==> src/rtl/slice_borrow_subtractor_if.sv <==
// Handshake bundle for slice_borrow_subtractor.
// The optional ovf signal exists only when SUB_OVF_EN is defined.
// master: operand producer / result consumer side. slave: the subtractor.
interface slice_borrow_subtractor_if #(
    parameter int WIDTH = 16
);
    logic             in_valid;
    logic             in_ready;
    logic [WIDTH-1:0] a;
    logic [WIDTH-1:0] b;
    logic             bin;
    logic             out_valid;
    logic             out_ready;
    logic [WIDTH-1:0] diff;
    logic             bout;
`ifdef SUB_OVF_EN
    logic             ovf;

    modport master (
        output in_valid, a, b, bin, out_ready,
        input  in_ready, out_valid, diff, bout, ovf
    );

    modport slave (
        input  in_valid, a, b, bin, out_ready,
        output in_ready, out_valid, diff, bout, ovf
    );
`else
    modport master (
        output in_valid, a, b, bin, out_ready,
        input  in_ready, out_valid, diff, bout
    );

    modport slave (
        input  in_valid, a, b, bin, out_ready,
        output in_ready, out_valid, diff, bout
    );
`endif
endinterface

==> src/rtl/slice_borrow_subtractor.sv <==
// Multi-cycle unsigned subtractor: {bout,diff} = a - b - bin, resolving SLICE
// bits per clock from the LSB slice upward with the borrow held in a register.
// Optional feature macro: SUB_OVF_EN adds a registered signed-overflow flag.
//
//  state  | meaning
//  -------+-----------------------------------------------------------
//  S_IDLE | in_ready=1, waiting for operands
//  S_CALC | one slice per cycle, borrow rippled through br_q
//  S_DONE | out_valid=1, result held until out_ready
module slice_borrow_subtractor #(
    parameter int WIDTH = 16,
    parameter int SLICE = 4
) (
    input  logic                    clk,
    input  logic                    rst_n,
    slice_borrow_subtractor_if.slave bus
);
    localparam int NS    = WIDTH / SLICE;
    localparam int IDX_W = (NS > 1) ? $clog2(NS) : 1;

    typedef enum logic [1:0] {
        S_IDLE = 2'd0,
        S_CALC = 2'd1,
        S_DONE = 2'd2
    } state_t;

    state_t             state_q, state_d;
    logic [WIDTH-1:0]   a_q, a_d;
    logic [WIDTH-1:0]   b_q, b_d;
    logic               br_q, br_d;
    logic [IDX_W-1:0]   idx_q, idx_d;
    logic [WIDTH-1:0]   diff_q, diff_d;
    logic               bout_q, bout_d;
`ifdef SUB_OVF_EN
    logic               ovf_q, ovf_d;
`endif

    logic               accept;
    logic               last_slice;
    int                 slice_off;
    logic [SLICE-1:0]   a_sl;
    logic [SLICE-1:0]   b_sl;
    logic [SLICE-1:0]   d_sl;
    logic               br_out;

    assign accept     = (state_q == S_IDLE) && bus.in_valid;
    assign last_slice = (idx_q == IDX_W'(NS - 1));

    // State register; reset aborts any operation in flight.
    always_ff @(posedge clk or negedge rst_n) begin
        if (!rst_n) begin
            state_q <= S_IDLE;
        end else begin
            state_q <= state_d;
        end
    end

    // Next-state: accept in IDLE, NS slice cycles, hold until consumer takes result.
    always_comb begin
        state_d = state_q;
        case (state_q)
            S_IDLE: if (bus.in_valid)  state_d = S_CALC;
            S_CALC: if (last_slice)    state_d = S_DONE;
            S_DONE: if (bus.out_ready) state_d = S_IDLE;
            default:                   state_d = S_IDLE;
        endcase
    end

    // Handshake outputs decoded from state only.
    always_comb begin
        bus.in_ready  = (state_q == S_IDLE);
        bus.out_valid = (state_q == S_DONE);
    end

    // Ripple the borrow across the bits of the current slice.
    always_comb begin
        logic br;
        slice_off = int'(idx_q) * SLICE;
        a_sl      = a_q[slice_off +: SLICE];
        b_sl      = b_q[slice_off +: SLICE];
        d_sl      = '0;
        br        = br_q;
        for (int i = 0; i < SLICE; i++) begin
            d_sl[i] = a_sl[i] ^ b_sl[i] ^ br;
            br      = (~a_sl[i] & b_sl[i]) | (~(a_sl[i] ^ b_sl[i]) & br);
        end
        br_out = br;
    end

    // Datapath next values: latch on accept, write one diff slice per CALC cycle.
    always_comb begin
        a_d    = a_q;
        b_d    = b_q;
        br_d   = br_q;
        idx_d  = idx_q;
        diff_d = diff_q;
        bout_d = bout_q;
`ifdef SUB_OVF_EN
        ovf_d  = ovf_q;
`endif
        if (accept) begin
            a_d   = bus.a;
            b_d   = bus.b;
            br_d  = bus.bin;
            idx_d = '0;
        end else if (state_q == S_CALC) begin
            diff_d[slice_off +: SLICE] = d_sl;
            br_d  = br_out;
            idx_d = idx_q + IDX_W'(1);
            if (last_slice) begin
                bout_d = br_out;
`ifdef SUB_OVF_EN
                // d_sl[SLICE-1] is the MSB of the final difference.
                ovf_d  = (a_q[WIDTH-1] ^ b_q[WIDTH-1]) & (d_sl[SLICE-1] ^ a_q[WIDTH-1]);
`endif
            end
        end
    end

    // Datapath registers; results persist after DONE until the next accept.
    always_ff @(posedge clk or negedge rst_n) begin
        if (!rst_n) begin
            a_q    <= '0;
            b_q    <= '0;
            br_q   <= 1'b0;
            idx_q  <= '0;
            diff_q <= '0;
            bout_q <= 1'b0;
`ifdef SUB_OVF_EN
            ovf_q  <= 1'b0;
`endif
        end else begin
            a_q    <= a_d;
            b_q    <= b_d;
            br_q   <= br_d;
            idx_q  <= idx_d;
            diff_q <= diff_d;
            bout_q <= bout_d;
`ifdef SUB_OVF_EN
            ovf_q  <= ovf_d;
`endif
        end
    end

    assign bus.diff = diff_q;
    assign bus.bout = bout_q;
`ifdef SUB_OVF_EN
    assign bus.ovf  = ovf_q;
`endif

endmodule
==> src/flat_wrapper.sv <==
// flat-port wrapper written by rule: the top's interface ports become plain ports
module slice_borrow_subtractor_flat 
#(
    parameter int WIDTH = 16,
    parameter int SLICE = 4
)
  (clk, rst_n, bus_in_valid, bus_a, bus_b, bus_bin, bus_out_ready, bus_in_ready, bus_out_valid, bus_diff, bus_bout);
  slice_borrow_subtractor_if #(.WIDTH(WIDTH)) bus_i ();
  input  logic clk;
  input  logic rst_n;
  input wire logic [$bits(bus_i.in_valid)-1:0] bus_in_valid;
  input wire logic [$bits(bus_i.a)-1:0] bus_a;
  input wire logic [$bits(bus_i.b)-1:0] bus_b;
  input wire logic [$bits(bus_i.bin)-1:0] bus_bin;
  input wire logic [$bits(bus_i.out_ready)-1:0] bus_out_ready;
  output wire logic [$bits(bus_i.in_ready)-1:0] bus_in_ready;
  output wire logic [$bits(bus_i.out_valid)-1:0] bus_out_valid;
  output wire logic [$bits(bus_i.diff)-1:0] bus_diff;
  output wire logic [$bits(bus_i.bout)-1:0] bus_bout;
  assign bus_i.in_valid = bus_in_valid;
  assign bus_i.a = bus_a;
  assign bus_i.b = bus_b;
  assign bus_i.bin = bus_bin;
  assign bus_i.out_ready = bus_out_ready;
  assign bus_in_ready = bus_i.in_ready;
  assign bus_out_valid = bus_i.out_valid;
  assign bus_diff = bus_i.diff;
  assign bus_bout = bus_i.bout;
  slice_borrow_subtractor #(.WIDTH(WIDTH), .SLICE(SLICE)) u_core (.clk(clk), .rst_n(rst_n), .bus(bus_i));
endmodule
==> config.mk <==
export PLATFORM = sky130hd
export DESIGN_NAME = slice_borrow_subtractor_flat
export DESIGN_NICKNAME = d
export VERILOG_FILES = /design/src/rtl/slice_borrow_subtractor_if.sv /design/src/rtl/slice_borrow_subtractor.sv /design/src/flat_wrapper.sv
export SDC_FILE = /design/constraint.sdc
export NUM_CORES = 1
export LEC_CHECK = 0
export BUFFER_PORTS_ARGS = -buffer_cell sky130_fd_sc_hd__buf_4
export CAP_MARGIN = 20
export CORE_MARGIN = 4
export CORE_UTILIZATION = 30
export CTS_BUF_LIST = sky130_fd_sc_hd__clkbuf_8
export DETAILED_ROUTE_END_ITERATION = 10
export HOLD_SLACK_MARGIN = 0.15
export MAX_ROUTING_LAYER = met4
export PLACE_DENSITY_LB_ADDON = 0.2
export SLEW_MARGIN = 20
export SYNTH_ARGS = -nofsm -noshare
export SYNTH_HDL_FRONTEND = slang
export SYNTH_SLANG_ARGS = --single-unit
==> constraint.sdc <==
create_clock -name clk -period 3.6 [get_ports clk]
set_clock_uncertainty 0.2 [all_clocks]
set_input_delay 0.72 -clock clk [delete_from_list [all_inputs] [get_ports clk]]
set_output_delay 0.72 -clock clk [all_outputs]
set_load 0.01 [all_outputs]
==> run summary, run 1 <==
The run finished with clean final reports. The clock tree buffer depth is 2, and the simple logic cell fraction of the synthesized area is 10.9%. Net switching is 39.6% of the power. For the total wirelength of the detailed-routed design, the log shows 5450 um. The worst register-to-register path ends at u_core.bus.diff[11].

Derived from the worst setup path, the maximum achievable clock frequency is 315 MHz. Of all cell types, the one taking the most synthesized area is dfrtp_1. At the end of the flow, the number of nets in the layout was 297. In this run the count of I/O pins placed on the die edge is 56. The tree is rooted in a clkbuf_8. After clock tree synthesis, the flow added hold-fix buffers numbering 0. Setup slack on the worst reg-to-reg path comes out at 430 ps. TritonCTS built the clock tree. The tools report the number of antenna violations at the first check in global routing as 0. After detailed routing, the met3 layer carries 259 um of wire.

The worst min-delay path category is in2async. The worst setup path is of the reg2reg kind. For this block, the initial DRC count from the detailed router was 25. The tool flagged a number of max-cap violations equal to 0.

After technology mapping, the gate count stands at 193. Setup repair after global routing left no endpoint under its margin. The largest family of logic cells by synthesized area was multiplexers. At the end of routability-driven placement, the weighted congestion stood at 0.718. For the number of remaining DRC errors, the log shows 0. The largest fanout on the critical path came out at 4. The total overflow left after global routing is 0. The number of hold violations in the final report was 0. The cell area that synthesis handed to floorplanning was 2600 um2. In this run the top signal layer used is met4. In the synthesized netlist the dominant register cell turns out to be dfrtp_1. The synthesized-area fraction occupied by ao, oa, aoi and oai cells was 5.29%; the number of buffer and inverter instances along the worst setup path was 3.

The count of buffers added on input and output ports is 55. The critical path goes through mux4_2 -> inv_1 -> fa_1 -> inv_1 -> fa_1 -> fa_1 -> inv_1 -> fa_1 -> o41ai_1. The clock network is responsible for 10.8% of the overall power. For the pin with the worst max-slew slack, the measured transition is 687 ps.

The library cell contributing the largest single delay on the critical path was mux4_2. The timing startpoint of the critical path was u_core.idx_q[0]. Using the TritonRoute via totals, the vias-per-cell ratio works out to 4.67. The run gives 348 as the cell count after placement. The total power was 2990 uW; the summed negative setup slack over all endpoints was 0 ps. The clock latency on the worst-skew pair was 310 ps; the standard cell core area was 8340 um2.

Once detail routing completed, the nets flagged for antenna violations numbered 0. For this configuration, the core starts out at a cell density of 31.2%. The HPWL after detailed placement was 3970 um; the area of all placed cells without fillers was 3170 um2.

The launch instance of the worst register-to-register path is u_core.idx_q[0]. For this run, the number of standard cells in the final layout without fillers is 355. Of the synthesized area, sequential elements account for 51.9%.

The total setup buffers inserted after CTS is 0, and the total via count in the routed design is 1657. In this run the number of cells on the critical path is 9. During synthesis, Yosys emitted a total of 0 warnings.

The XOR/XNOR share of the synthesized area works out to 0%. Broken down by cell family, the worst path's largest delay share belongs to adder cells. After clock tree synthesis, the clock-pin slew on the worst setup and hold paths is 100 ps. STA classifies the critical path startpoint as a flip-flop.

The post-detailed-placement cell area came out at 3090 um2. Ranked by total cell area, the synthesized netlist is headed by dfrtp_1 52%, mux2_2 12%, mux4_2 6.9%, nand2_1 3.5%, fa_1 3.1%. After synthesis, the share of flip-flops with an asynchronous set or reset is 100%. The most common cell in the netlist was dfrtp_1.

The final critical path takes up 88.2% of the cycle. The number of CTS-inserted buffers was 5; the total number of H-tree levels was 2. Dividing the synthesized area by the synthesized cell count gives 13.5 um2. Summed over all nets, the switching power comes to 1190 uW. Headroom to the max-slew limit came out at 54.2%. The internal cell power is 1810 uW.

In this run the core area contains 33 standard-cell rows. The share of synthesized area in the top cell type comes to 51.9%. For the die footprint, the log shows 10200 um2. The clock drives 54 sinks.

The portion of netlist area occupied by mux cells was 21.3%; the overall global routing resource usage was 11.6%. After detailed routing, the wire length on met1 is 2570 um. When the netlist entered floorplanning its net count stood at 240. The total of flip-flops plus latches after synthesis was 54.

Once layout is complete, the utilization of the core stands at 38.0%. The critical path ends at u_core.bus.diff[11]. The via count of the first global-routing pass came out at 1756. Total length of routed met2 wires: 2590 um. The adder and majority gate portion of the synthesized area is 5.96%. Counting instances in the post-synthesis netlist gives the leading cell types as 54 x dfrtp_1, 28 x mux2_2, 24 x nand2_1. The run gives 0 as the number of instances resized during post-cts repair. In this run the power density over the cells is 944 nW/um2. Counting I/O delays and the setup requirement, the final critical path takes 3170 ps. Setup violations remaining at the end of the flow were counted as 0. The cell that appears most often on the critical path is fa_1.

Per report_power, the sequential group accounts for 35.7% of the total. 0 antenna diodes ended up in the layout. STA classifies the critical path endpoint as a flip-flop. Across the VDD grid, the largest voltage drop is 450 uV. The share of cells above drive strength 1 was 43.6%; the data arrival at the endpoint of the critical path was 3170 ps. The synthesized design contains 0 enable-type register cells.

In this run, distinct cell masters in the synthesized netlist total 33. The first global-routing pass estimated 9020 um of wire. Compared with the post-synthesis result, the final layout area differs by 21.8%. The die is 101 um wide. Counting cells, the worst reg-to-reg path comes to 9. The number of max-slew violations in the final report is 0, and the routed wire length per instance is 15.4 um.

For this run, the slowest stage of the critical path takes 500 ps. The analysis attributes to cell leakage a power of 0.00145 uW. Number of search-and-repair iterations in the first detailed-routing pass: 4.

Combinational cells account for 53.5% of the total power. The maximum number of pins on one net before global-route repair is 55, and the die height is 101 um. The required time at the endpoint of the critical path came out at 3600 ps.
-- power groups by stage --
stage | Sequential (uW) | Clock [uW] | Combinational [uW]
after floorplan | 1030 | 0 | 1180
after global placement | 1090 | 0 | 1610
after detailed placement | 1090 | 0 | 1640
after CTS | 1080 | 342 | 1640
after global routing | 1110 | 367 | 1790
final | 1070 | 324 | 1600
-- per-stage QoR --
step	hold slack, ps	setup slack, ps
2_1_floorplan	224	407
3_3_place_gp	268	468
3_5_place_dp	274	446
4_1_cts	278	385
5_1_grt	303	191
6_report	254	426
-- state kept, by name (all words and copies together) (netlist names) --
register and flops:
u_core.br_q 1, u_core.bus.bout 1, u_core.a_q 16, u_core.b_q 16, u_core.bus.diff 16, u_core.idx_q 2
u_core.state_q 2
-- worst min-delay path by stage --
| stage | end | slack (ps) | cells after the start |
|---|---|---|---|
| finish | u_core.bus.diff[0] | 250 | 1 |
| global route | u_core.bus.diff[0] | 300 | 1 |
| CTS | u_core.bus.diff[0] | 280 | 1 |
| detailed placement | u_core.bus.diff[14] | 270 | 2 |
| global placement | u_core.bus.diff[2] | 270 | 2 |
| floorplan | u_core.a_q[0] | 220 | 0 |
-- logic make-up after synthesis --
| family | Yosys count |
|---|---|
| and+or+nand+nor | 48 |
| DFF | 54 |
| AOI/OAI and AO/OA | 22 |
| buffers and inverters | 18 |
| muxes | 41 |
| adders and majority gates | 10 |
-- routing by layer --
layer	global-route usage, %	up-vias
li1	-	794
met1	15.5	813
met2	18.0	45
met3	2.41	5
met4	2.76	0
met5	-	-
-- area by class of cell --
class / instances / area (um2)
Fill cell: 864 / 5170
Sequential cell: 54 / 1350
Timing Repair Buffer: 59 / 443
Clock buffer: 5 / 68.8
Inverter: 9 / 33.8
Clock inverter: 2 / 10.0
Tap cell: 105 / 131
Multi-Input combinational cell: 121 / 1130
-- placed cells by master (no fill, tap or decap), types with 2 or more instances in the layout --
master,n
mux2_1,4
nand3_1,4
mux2_2,28
o41ai_1,2
nor2_1,3
nand3b_1,3
nor3b_1,2
clkinv_2,2
ha_1,6
nand2_1,24
buf_4,59
nor2b_1,2
o31ai_1,4
fa_1,4
clkbuf_8,5
mux4_2,8
o21ai_0,12
inv_1,9
dfrtp_1,54
Power figures use the tool's default switching activity.
==> run 2, diff against run 1 <==
==> constraint.sdc (replaced) <==
create_clock -name clk -period 3.6 [get_ports clk]
set_clock_uncertainty 0.2 [all_clocks]
set_input_delay 0.18 -clock clk [delete_from_list [all_inputs] [get_ports clk]]
set_output_delay 0.18 -clock clk [all_outputs]
set_load 0.01 [all_outputs]
==> run 2 against run 1 <==
Fmax down 7.2%. Non-clock buffer count rose by 37. Clock power about the same. Via count up 8.1%. Sequential power is essentially flat. Hold slack improved by 1.5 ps. Global-route usage increased by 0.61 points. Sequential share of layout area down 4.4 points.
==> run summary, run 2 (same netlist as run 1, synthesis figures left out) <==
The flow ran to the end, and the final reports show no timing, DRC or antenna violations. The HPWL after detailed placement is 3970 um (unchanged). The area of all placed cells without fillers was 3540 um2 (+12%).

The library cell contributing the largest single delay on the critical path is dlygate4sd3_1. TritonCTS built the clock tree. The tightest min-delay check is of the in2async type.

The count of inserted antenna diode cells was 0 (unchanged); the final hold slack was 256 ps (+1.46 ps). Cell occurring most often along the worst timing path: fa_1. The tools report the number of nets at the end of the flow as 334 (+12%). The tools report the total length of routed met2 wires as 2770 um (+7.0%).

The tools report the required time at the endpoint of the critical path as 3600 ps (about the same). The post-route minimum period was 3420 ps (+244 ps). The post-detailed-placement cell area was 3090 um2 (unchanged); the maximum number of pins on one net before global-route repair was 55 (unchanged). The tools report the count of maximum capacitance violations as 0 (unchanged). The highest metal layer carrying signal wires in the routed design is met4. Grouping stages by cell kind, the critical path spends the most delay in adder cells. The cell count after placement was 348 (unchanged); the number of top-level design ports was 56 (unchanged). The global-route wire length before repair was 9560 um (+6.0%); the share of cells above drive strength 1 was 38.3% (-5.3 points). Relative to the synthesized area, the layout overhead comes to 35.9%. The tools report the kind of end point of the critical path as a flip-flop. For the total number of placement rows, the log shows 33 (unchanged). The internal reg-to-reg setup slack was 180 ps (-240 ps). The number of hold violations in the final report is 0 (unchanged). The number of buffer and inverter instances along the worst setup path was 4 (+1); the worst-case setup margin in the final layout was 181 ps (-244 ps). The run gives 247 um (-4.6%) as the routed length on met3. The overall global routing resource usage came out at 12.2% (+0.61 points). The stage delay of the slowest cell on the critical path is 550 ps (+50 ps), and the width of the chip is 101 um (unchanged). The worst register-to-register path begins at u_core.idx_q[0]. The total via count in the routed design was 1792 (+8.1%).

The die footprint was 10200 um2 (unchanged). The logs give 3420 ps (+250 ps) for the data arrival at the endpoint of the critical path and 1350 um2 (unchanged) for the sequential cell area in the final layout. The multi-input logic area was 1130 um2 (unchanged); the number of fill cells in the layout was 823 (-4.7%).

For the number of remaining DRC errors, the log shows 0 (unchanged). In this run the critical register-to-register path is captured at u_core.br_q. The tools report the final setup violation count as 0 (unchanged).

Setup repair after global routing left no endpoint under its margin. The largest voltage drop on the vdd net was 453 uV (+0.68%); the post-route met1 wirelength was 2600 um (+1.2%). Class of the most critical setup path: reg2reg. Die height: 101 um (unchanged). The logs give 54 (unchanged) for the number of clock sinks seen by CTS and 8340 um2 (unchanged) for the standard cell core area. The routed wire length per instance works out to 14.4 um (-6.1%).

The post-route fraction of the period consumed by the critical path was 95.0% (+6.8 points); the via count of the first global-routing pass was 1888 (+7.5%). The number of standard cells in the final layout excluding fillers was 392 (+10%); the summed negative setup slack over all endpoints was 0 ps (unchanged). Clock-pin slew on the worst setup and hold paths: 100 ps (about the same). The number of max-slew violations in the final report was 0 (unchanged). Setup slack at placement: 446 ps (unchanged). STA classifies the critical path startpoint as a flip-flop. The total number of H-tree levels was 2 (unchanged); the number of DRC markers after the initial detailed-route iteration was 37 (+48%).

The worst-case headroom to the max-slew limit is 53.8% (-0.37 points), and the via-per-instance ratio is 4.57 (-2.1%). The depth of the critical timing path with buffers and inverters included is 11 (+2). The critical path goes through buf_4 -> mux4_2 -> fa_1 -> inv_1 -> fa_1 -> fa_1 -> inv_1 -> fa_1 -> a22oi_1 -> nand2_1 -> dlygate4sd3_1. The sum of overflow across all layers after global routing was 0 (unchanged). Count of nets left with antenna violations after detail routing: 0 (unchanged).

The starting density of the core is 31.2% (unchanged), and the total wirelength of the detailed-routed design is 5660 um (+3.7%). The clock latency on the worst-skew pair is 310 ps (about the same). The actual slew at the worst max-slew pin is 693 ps (+5.59 ps), and the count of input and output buffers is 55 (unchanged). The logic depth of the worst register-to-register path was 11 (+2). The root buffer cell is clkbuf_8. The run gives 0 (unchanged) as the number of antenna violations at the first check in global routing.

The tools report the clock tree buffer depth as 2 (unchanged). Leaving out fill and tap cells, the most frequent cells in the layout are 60 x buf_4, 54 x dfrtp_1, 36 x dlygate4sd3_1. For the total leakage power, the log shows 0.00161 uW (+11%).

The logs give 293 MHz (-7.2%) for the highest attainable clock frequency and 5 (unchanged) for the number of CTS-inserted buffers. The areal power density over the cells is 865 nW/um2 (-8.4%). The largest fanout on the critical path works out to 6 (+2). Leading cell type in the layout, fill and taps excluded: buf_4. The number of search-and-repair iterations in the first detailed-routing pass was 4 (unchanged). The tools report the routability congestion estimate as 0.718 (unchanged).
==> run 2: cell count changes in the layout (fill, tap and decap cells not counted) <==
cell           before  now
dlygate4sd3_1       0   36
buf_4              59   60
==> run 2: worst max path at each step <==
stage	startpoint	end	slack [ps]
2_1_floorplan	u_core.idx_q[0]	u_core.bus.diff[11]	410
3_3_place_gp	u_core.idx_q[0]	u_core.bus.diff[11]	470
3_5_place_dp	u_core.idx_q[0]	u_core.bus.diff[11]	450
4_1_cts	u_core.idx_q[0]	u_core.br_q	120
5_1_grt	u_core.idx_q[0]	u_core.br_q	40
6_report	u_core.idx_q[0]	u_core.br_q	180
==> run 2: layer usage <==
metal  vias to the layer above  global-route usage [%]
met5                         -                       -
met4                         0                    2.76
met3                         5                    2.27
met2                        45                    19.5
met1                       876                    16.1
li1                        866                       -
==> run 2: stage by stage <==
stage	utilization, %	total power, uW
after detailed placement	37.1	2720
final	42.4	3060
after global routing	42.4	3330
after CTS	42.3	3110
after floorplan	-	2210
after global placement	37.1	2700
==> run 2: layout make-up <==
type,count,area share [%]
sequential,54,38.2
multi-input combinational,121,32.0
timing repair buffer,96,22.9
tap,105,3.71
clock buffer,5,1.94
inverter,9,0.955
clock inverter,2,0.283
==> run 2: timing repair <==
item,CTS,global route
endpoints found under the hold margin,89,0
endpoints found under the setup margin,0,1
setup buffers,0,1
hold buffers,36,0
gates resized for setup,0,0
==> run 2: power breakdown <==
group | switching (uW) | total, uW | leakage [uW] | internal, uW
combinational | 820 | 1670 | 0.000894 | 848
sequential | 188 | 1070 | 0.000669 | 880
clock | 193 | 324 | 0.0000438 | 131
